===== src/rtl/sar_cmp_search.sv =====
// MSB-first successive-approximation search over an external magnitude comparator; 1..WIDTH+1 cycles start->done, start ignored while busy/DONE.
// Optional build macro SAR_FLAGCHK_EN aborts the search with err=1 on non-one-hot comparator flags.
module sar_cmp_search #(
  parameter int WIDTH = 4
) (
  input  logic             clk,
  input  logic             rst_n,
  input  logic             start,
  output logic [WIDTH-1:0] trial,
  input  logic             cmp_g,
  input  logic             cmp_l,
  input  logic             cmp_e,
  output logic             busy,
  output logic             done,
  output logic [WIDTH-1:0] result,
  output logic             found,
  output logic             err
);

  localparam int              KW    = $clog2(WIDTH);
  localparam logic [KW-1:0]   K_TOP = KW'(WIDTH - 1);
  localparam logic [WIDTH-1:0] ONE  = WIDTH'(1);

  typedef enum logic [1:0] {
    S_IDLE,
    S_PROBE,
    S_CHECK,
    S_DONE
  } state_t;

  state_t           state_q, state_d;
  logic [WIDTH-1:0] trial_q, trial_d;
  logic [WIDTH-1:0] acc_q, acc_d;
  logic [WIDTH-1:0] result_q, result_d;
  logic [WIDTH-1:0] probe_acc;
  logic [KW-1:0]    k_q, k_d;
  logic             busy_q, busy_d;
  logic             done_q, done_d;
  logic             found_q, found_d;
  logic             flag_bad;

`ifdef SAR_FLAGCHK_EN
  logic err_q;

  assign flag_bad = (({1'b0, cmp_g} + {1'b0, cmp_l}) + {1'b0, cmp_e}) != 2'd1;

  always_ff @(posedge clk or negedge rst_n) begin
    if (!rst_n) begin
      err_q <= 1'b0;
    end else if (state_q == S_IDLE && start) begin
      err_q <= 1'b0;
    end else if ((state_q == S_PROBE || state_q == S_CHECK) && flag_bad) begin
      err_q <= 1'b1;
    end
  end

  assign err = err_q;
`else
  assign flag_bad = 1'b0;
  assign err      = 1'b0;
`endif

  always_ff @(posedge clk or negedge rst_n) begin
    if (!rst_n) begin
      state_q  <= S_IDLE;
      trial_q  <= '0;
      acc_q    <= '0;
      result_q <= '0;
      k_q      <= K_TOP;
      busy_q   <= 1'b0;
      done_q   <= 1'b0;
      found_q  <= 1'b0;
    end else begin
      state_q  <= state_d;
      trial_q  <= trial_d;
      acc_q    <= acc_d;
      result_q <= result_d;
      k_q      <= k_d;
      busy_q   <= busy_d;
      done_q   <= done_d;
      found_q  <= found_d;
    end
  end

  always_comb begin
    state_d   = state_q;
    trial_d   = trial_q;
    acc_d     = acc_q;
    result_d  = result_q;
    k_d       = k_q;
    busy_d    = busy_q;
    done_d    = 1'b0;
    found_d   = found_q;
    // Equality is handled before this is used, so g here means "keep bit k"; all-zero flags act as l.
    probe_acc = cmp_g ? trial_q : acc_q;

    case (state_q)
      S_IDLE: begin
        if (start) begin
          state_d = S_PROBE;
          trial_d = ONE << K_TOP;
          acc_d   = '0;
          k_d     = K_TOP;
          busy_d  = 1'b1;
          found_d = 1'b0;
        end
      end

      S_PROBE: begin
        if (flag_bad) begin
          state_d  = S_DONE;
          result_d = acc_q;
          found_d  = 1'b0;
          busy_d   = 1'b0;
          done_d   = 1'b1;
        end else if (cmp_e) begin
          state_d  = S_DONE;
          result_d = trial_q;
          found_d  = 1'b1;
          busy_d   = 1'b0;
          done_d   = 1'b1;
        end else begin
          acc_d = probe_acc;
          if (k_q != '0) begin
            k_d     = k_q - KW'(1);
            trial_d = probe_acc | (ONE << (k_q - KW'(1)));
          end else begin
            // Last bit resolved without a hit: verify the accumulated value itself.
            trial_d = probe_acc;
            state_d = S_CHECK;
          end
        end
      end

      S_CHECK: begin
        state_d  = S_DONE;
        result_d = acc_q;
        found_d  = flag_bad ? 1'b0 : cmp_e;
        busy_d   = 1'b0;
        done_d   = 1'b1;
      end

      S_DONE: begin
        trial_d = '0;
        state_d = S_IDLE;
      end

      default: begin
        state_d = S_IDLE;
      end
    endcase
  end

  assign trial  = trial_q;
  assign busy   = busy_q;
  assign done   = done_q;
  assign result = result_q;
  assign found  = found_q;

endmodule


===== config.mk =====
export PLATFORM = sky130hd
export DESIGN_NAME = sar_cmp_search
export DESIGN_NICKNAME = d
export VERILOG_FILES = /design/src/rtl/sar_cmp_search.sv
export SDC_FILE = /design/constraint.sdc
export NUM_CORES = 1
export LEC_CHECK = 0
export ABC_AREA = 1
export CAP_MARGIN = 20
export CORE_ASPECT_RATIO = 0.8
export CORE_UTILIZATION = 53
export CTS_BUF_LIST = sky130_fd_sc_hd__clkbuf_16
export CTS_CLUSTER_DIAMETER = 150
export DETAILED_ROUTE_END_ITERATION = 16
export PLACE_DENSITY = 0.76
export SLEW_MARGIN = 0
export SYNTH_ARGS = -nofsm -noshare
export SYNTH_HDL_FRONTEND = slang
export SYNTH_SLANG_ARGS = --single-unit

===== constraint.sdc =====
create_clock -name clk -period 1.8 [get_ports clk]
set_input_delay 0.36 -clock clk [delete_from_list [all_inputs] [get_ports clk]]
set_output_delay 0.36 -clock clk [all_outputs]
set_load 0.005 [all_outputs]

**Word-level counts from Yosys, hierarchy flattened**

Cells that the tools add are included.

- Eq/ne operators: 8
- $lt $le $gt $ge: 0
- Multiply operators: 0
- Mux-type cells: 26
- Bitwise gates (word level): 1
- $add $sub $neg: 1
- Divide/modulo/power cells: 0
- Shift-type cells: 1
- Reductions and logical operators: 12

Operators with widths:

| cell | number |
|---|---|
| $mux 4 | 7 |
| $pmux 4 s2 | 2 |
| $mux 2 | 6 |
| $pmux 4 s3 | 1 |
| $reduce_and 3->1 | 3 |
| $ne 2x2->1 const B | 4 |
| $pmux 2 s4 | 1 |
| $pmux 1 s3 | 2 |
| $reduce_bool 2->1 | 3 |
| $reduce_bool 3->1 | 2 |
| $mux 1 | 5 |
| $eq 2x2->1 const B | 2 |
| $or 4x4->4 | 1 |
| $pmux 2 s2 | 1 |
| $reduce_and 2->1 | 2 |
| $reduce_and 4->1 | 1 |
| $shl 1x2->4 const A | 1 |
| $ne 3x3->1 const B | 1 |
| $eq 2x1->1 const B | 1 |
| $logic_not 2->1 | 1 |
| $pmux 1 s2 | 1 |
| $sub 2x1->2 const B | 1 |

- Latch bits: 0
- Bits of input ports: 6
- Word-level logic and storage cells: 57
- Bits in writable memories: 0
- Bits in read-only memories: 0
- Register bits: 19
- Memories: 0
- Output and inout port bits: 12

**Depth between registers and ports, before layout**

- Depth in word-level cells: 6
- Gate-level depth with buffers: 9
- Depth with buffers taken out: 8

**Worst setup path before layout**

No wires, ideal clock.

- Path kind: reg2reg
- Start point: reg state_q[1]
- End point: reg trial_q[1], in the netlist trial[1]
- Slack: 0.516 ns
- Buffers on the path: 1
- Required time: 1.684 ns
- Clock period less this slack: 1.284 ns
- Stages on the path, launching flop included: 10
- Arrival time: 1.168 ns
- Path through: dfrtp_1 inv_1 ha_1 buf_6 nand2_4 nand2_4 inv_4 nand2_4 nand2_1 nand2_1

- Word-level cells in the longest chain between the ends: 3

Ends and longest elaborated chain:

| element | line | RTL |
|---|---|---|
| from (decl) | 31 | `state_t state_q, state_d;` |
| from (signal assigned) | 74 | `state_q <= state_d;` |
| $eq 2x1->1 (tied with other cells) | 97 | `case (state_q)` |
| $ne 2x2->1 (no source line) or $reduce_bool 3->1 (tied branches) | - |  |
| $reduce_and 3->1 (no source line) | - |  |
| to (signal assigned) | 75 | `trial_q <= trial_d;` |
| to (decl) | 32 | `logic [WIDTH-1:0] trial_q, trial_d;` |

Parallel ways exist; a longest one is shown, timed or not.
A chain may end at the register's enable or synchronous reset.

**Final worst setup path**

- Start point: reg trial_q[0], in the netlist trial[0]
- End point: out trial[0]

RTL lines:

| element | line | RTL |
|---|---|---|
| to (decl) | 9 | `output logic [WIDTH-1:0] trial,` |

No word-level cell between the ends.

==> flow_summary.toml <==
[logic_synthesis]
ys_ff_latch = 19
synth_area_um2 = 1210
ys_top_cells_by_count = "77 x nand2_1, 17 x dfrtp_1, 17 x inv_1"
synth_most_common_cell = "nand2_1"
ys_seq_area_share_pct = 39.5
yosysWarnings = 0
synthCells = 162
synth_ff_type = "dfrtp_1"
async_flop_share_pct = 100
avgSynthCellArea_um2 = 7.47
yosysUniqueCellTypes = 23
synth.largest_area_cell = "dfrtp_1"
synth_nets = 176
synth_enable_flop_cells = 0
synth.area.top_cells = "dfrtp_1 35%, nand2_1 24%, ha_1 8.3%"
netlist.area_leader.share_pct = 35.2

[routing]
drtIter0Drc = 40
ant_nets = 0
viasPerCell = 5.10
drc_errors = 0
routed_wl_um = 2490
wl_per_cell_um = 12.1
first_pass_iters = 4
dr_total_vias = 1050

[cells_and_area]
drive_gt1_share_pct = 13.3
fin_area_um2 = 1460
num_antenna_cells = 0
syn_to_final_growth_pct = 21.0
num-fill-cells = 180
fin_nets = 196
post-route-util_pct = 67.8

[setup_path]
critPathBufInv = 1
crit_type = "reg2out"
cp.required_ns = 1.44
critPathArrivalTime_ns = 1.18
critPathMaxStageDelay_ns = 0.53
cpLargestDelayFamily = "buffers and inverters"
critPathMaxFanout = 4
cp-start-kind = "flip-flop"
critPathSlowestCell = "clkdlybuf4s50_1"
cp_cell_sequence = "clkdlybuf4s50_1"
worst_setup_path_end_kind = "primary output"

[timing]
hold_viol = 0
max_freq_mhz = 648
min_period_ns = 1.54
rsz0062_at_grt = "no"
whs_ns = 0.389
drv_slew = 0
setup_violations = 0
fin_crit_sh_pct = 85.8
finalClockSkew_ns = 0.000921
tns_ns = 0

[grt]
grt_start_max_net_pins = 14
grt_pass1_vias = 920
grtUsageTotal_pct = 21.4
gr-total-overflow = 0
antenna_found_initial = 0
grt_pass1_wl_um = 4040

[floorplanning]
row_count = 15
dieArea_um2 = 2480
die_h_um = 44.7
start_util_pct = 56.1
die_w_um = 55.4
io_pins = 18
core_area_um2 = 2160

[clocking]
clock-sinks = 19
hold_buffers = 0
h-tree-depth = 1
numCtsBuffers = 3
cts.repair.resized = 0
path_clk_slew_ns = 0.05
clock_path_buffers = 2
cts_tree = "yes"
clock_latency_ns = 0.25
root_buffer = "clkbuf_16"
postCtsSetupRepairBufs = 0

[min_path]
hold_class = "in2async"

[place]
dpl.hpwl_um = 1800
place_area_um2 = 1380
place_congestion = 0.813
numPortBuffers = 15

[pwr]
leakagePower_nw = 0.807
power_frac_seq_pct = 28.5
p_sw_share_pct = 42.7
intPower_mw = 1.50
p_comb_share_pct = 54.4
peakVddDrop_v = 0.00114
clkPwrFrac_pct = 17.1
powerDensity_nw_per_um2 = 1790
switchingPower_mw = 1.12
finalPower_mw = 2.63

[outcome]
status = "finished, final reports clean"

[flow_run]
max_cap_violations = 0
## cell type report
cell class	instances	area [um2]	share of cell area [%]
Multi-Input combinational cell	120	619	42.3
Sequential cell	19	478	32.6
Timing Repair Buffer	18	173	11.8
Inverter	20	82.6	5.64
Clock buffer	3	75.1	5.13
Tap cell	25	31.3	2.14
Clock inverter	1	5.00	0.342
## registers in the layout, indices dropped and copies added (netlist names)
register	cells
found	1
busy	1
done	1
trial	4
result	4
acc_q	4
k_q	2
state_q	2
## layout by cell type (no fill, tap or decap)
master,instances
nor2_4,1
o21ai_0,1
conb_1,1
nand3b_2,1
or2_1,1
nor2_2,2
inv_4,3
clkbuf_16,3
ha_1,8
nand3_1,5
nand2_1,77
clkinv_2,1
nand3b_1,1
dfrtp_1,17
buf_4,3
clkdlybuf4s50_1,15
dfstp_2,2
a21boi_1,1
nand2_4,4
nor2_1,4
o21ai_1,6
nand2_2,3
a21oi_1,3
inv_1,17
o21ai_4,1
## power groups by stage
stage	clock network (mW)	registers [mW]	logic (mW)
2_1_floorplan	0	0.736	1.02
3_3_place_gp	0	0.744	1.37
3_5_place_dp	0	0.753	1.40
4_1_cts	0.461	0.749	1.43
5_1_grt	0.480	0.775	1.59
6_report	0.448	0.750	1.43
## stage by stage
stage	std cells	setup WS (ns)
3_5_place_dp	202	0.262
2_1_floorplan	162	0.516
3_3_place_gp	202	0.281
5_1_grt	206	0.223
6_report	206	0.256
4_1_cts	206	0.261
## logic make-up after synthesis
kind of cell               synth area share, %
and+or+nand+nor                           36.5
buffers and inverters                     9.31
DFF                                       39.5
AOI/OAI and AO/OA                         6.10
adders and majority gates                 8.27
other                                    0.310
## layer usage
metal,GRT usage (%),part of all wire (%),vias up,routed length [um]
met5,0,0,-,0
met3,6.30,6.5,2,163
met1,25.9,45,481,1130
met4,6.50,0.44,0,11
li1,-,-,529,-
met2,37.8,48,38,1190
## path summary, 6_finish.rpt
path	slack (ns)	cells past startpoint	end	from
worst min-delay path	0.39	1	busy	rst_n
min in group clk	0.48	2	k_q[1]	k_q[1]
worst min register to register	0.48	2	k_q[1]	k_q[1]
max in group asynchronous	0.91	2	trial[2]	rst_n
worst max register to register	0.32	9	trial[1]	state_q[1]
worst max-delay path	0.26	1	trial[0]	trial[0]
(Power assumes the default switching activity.)
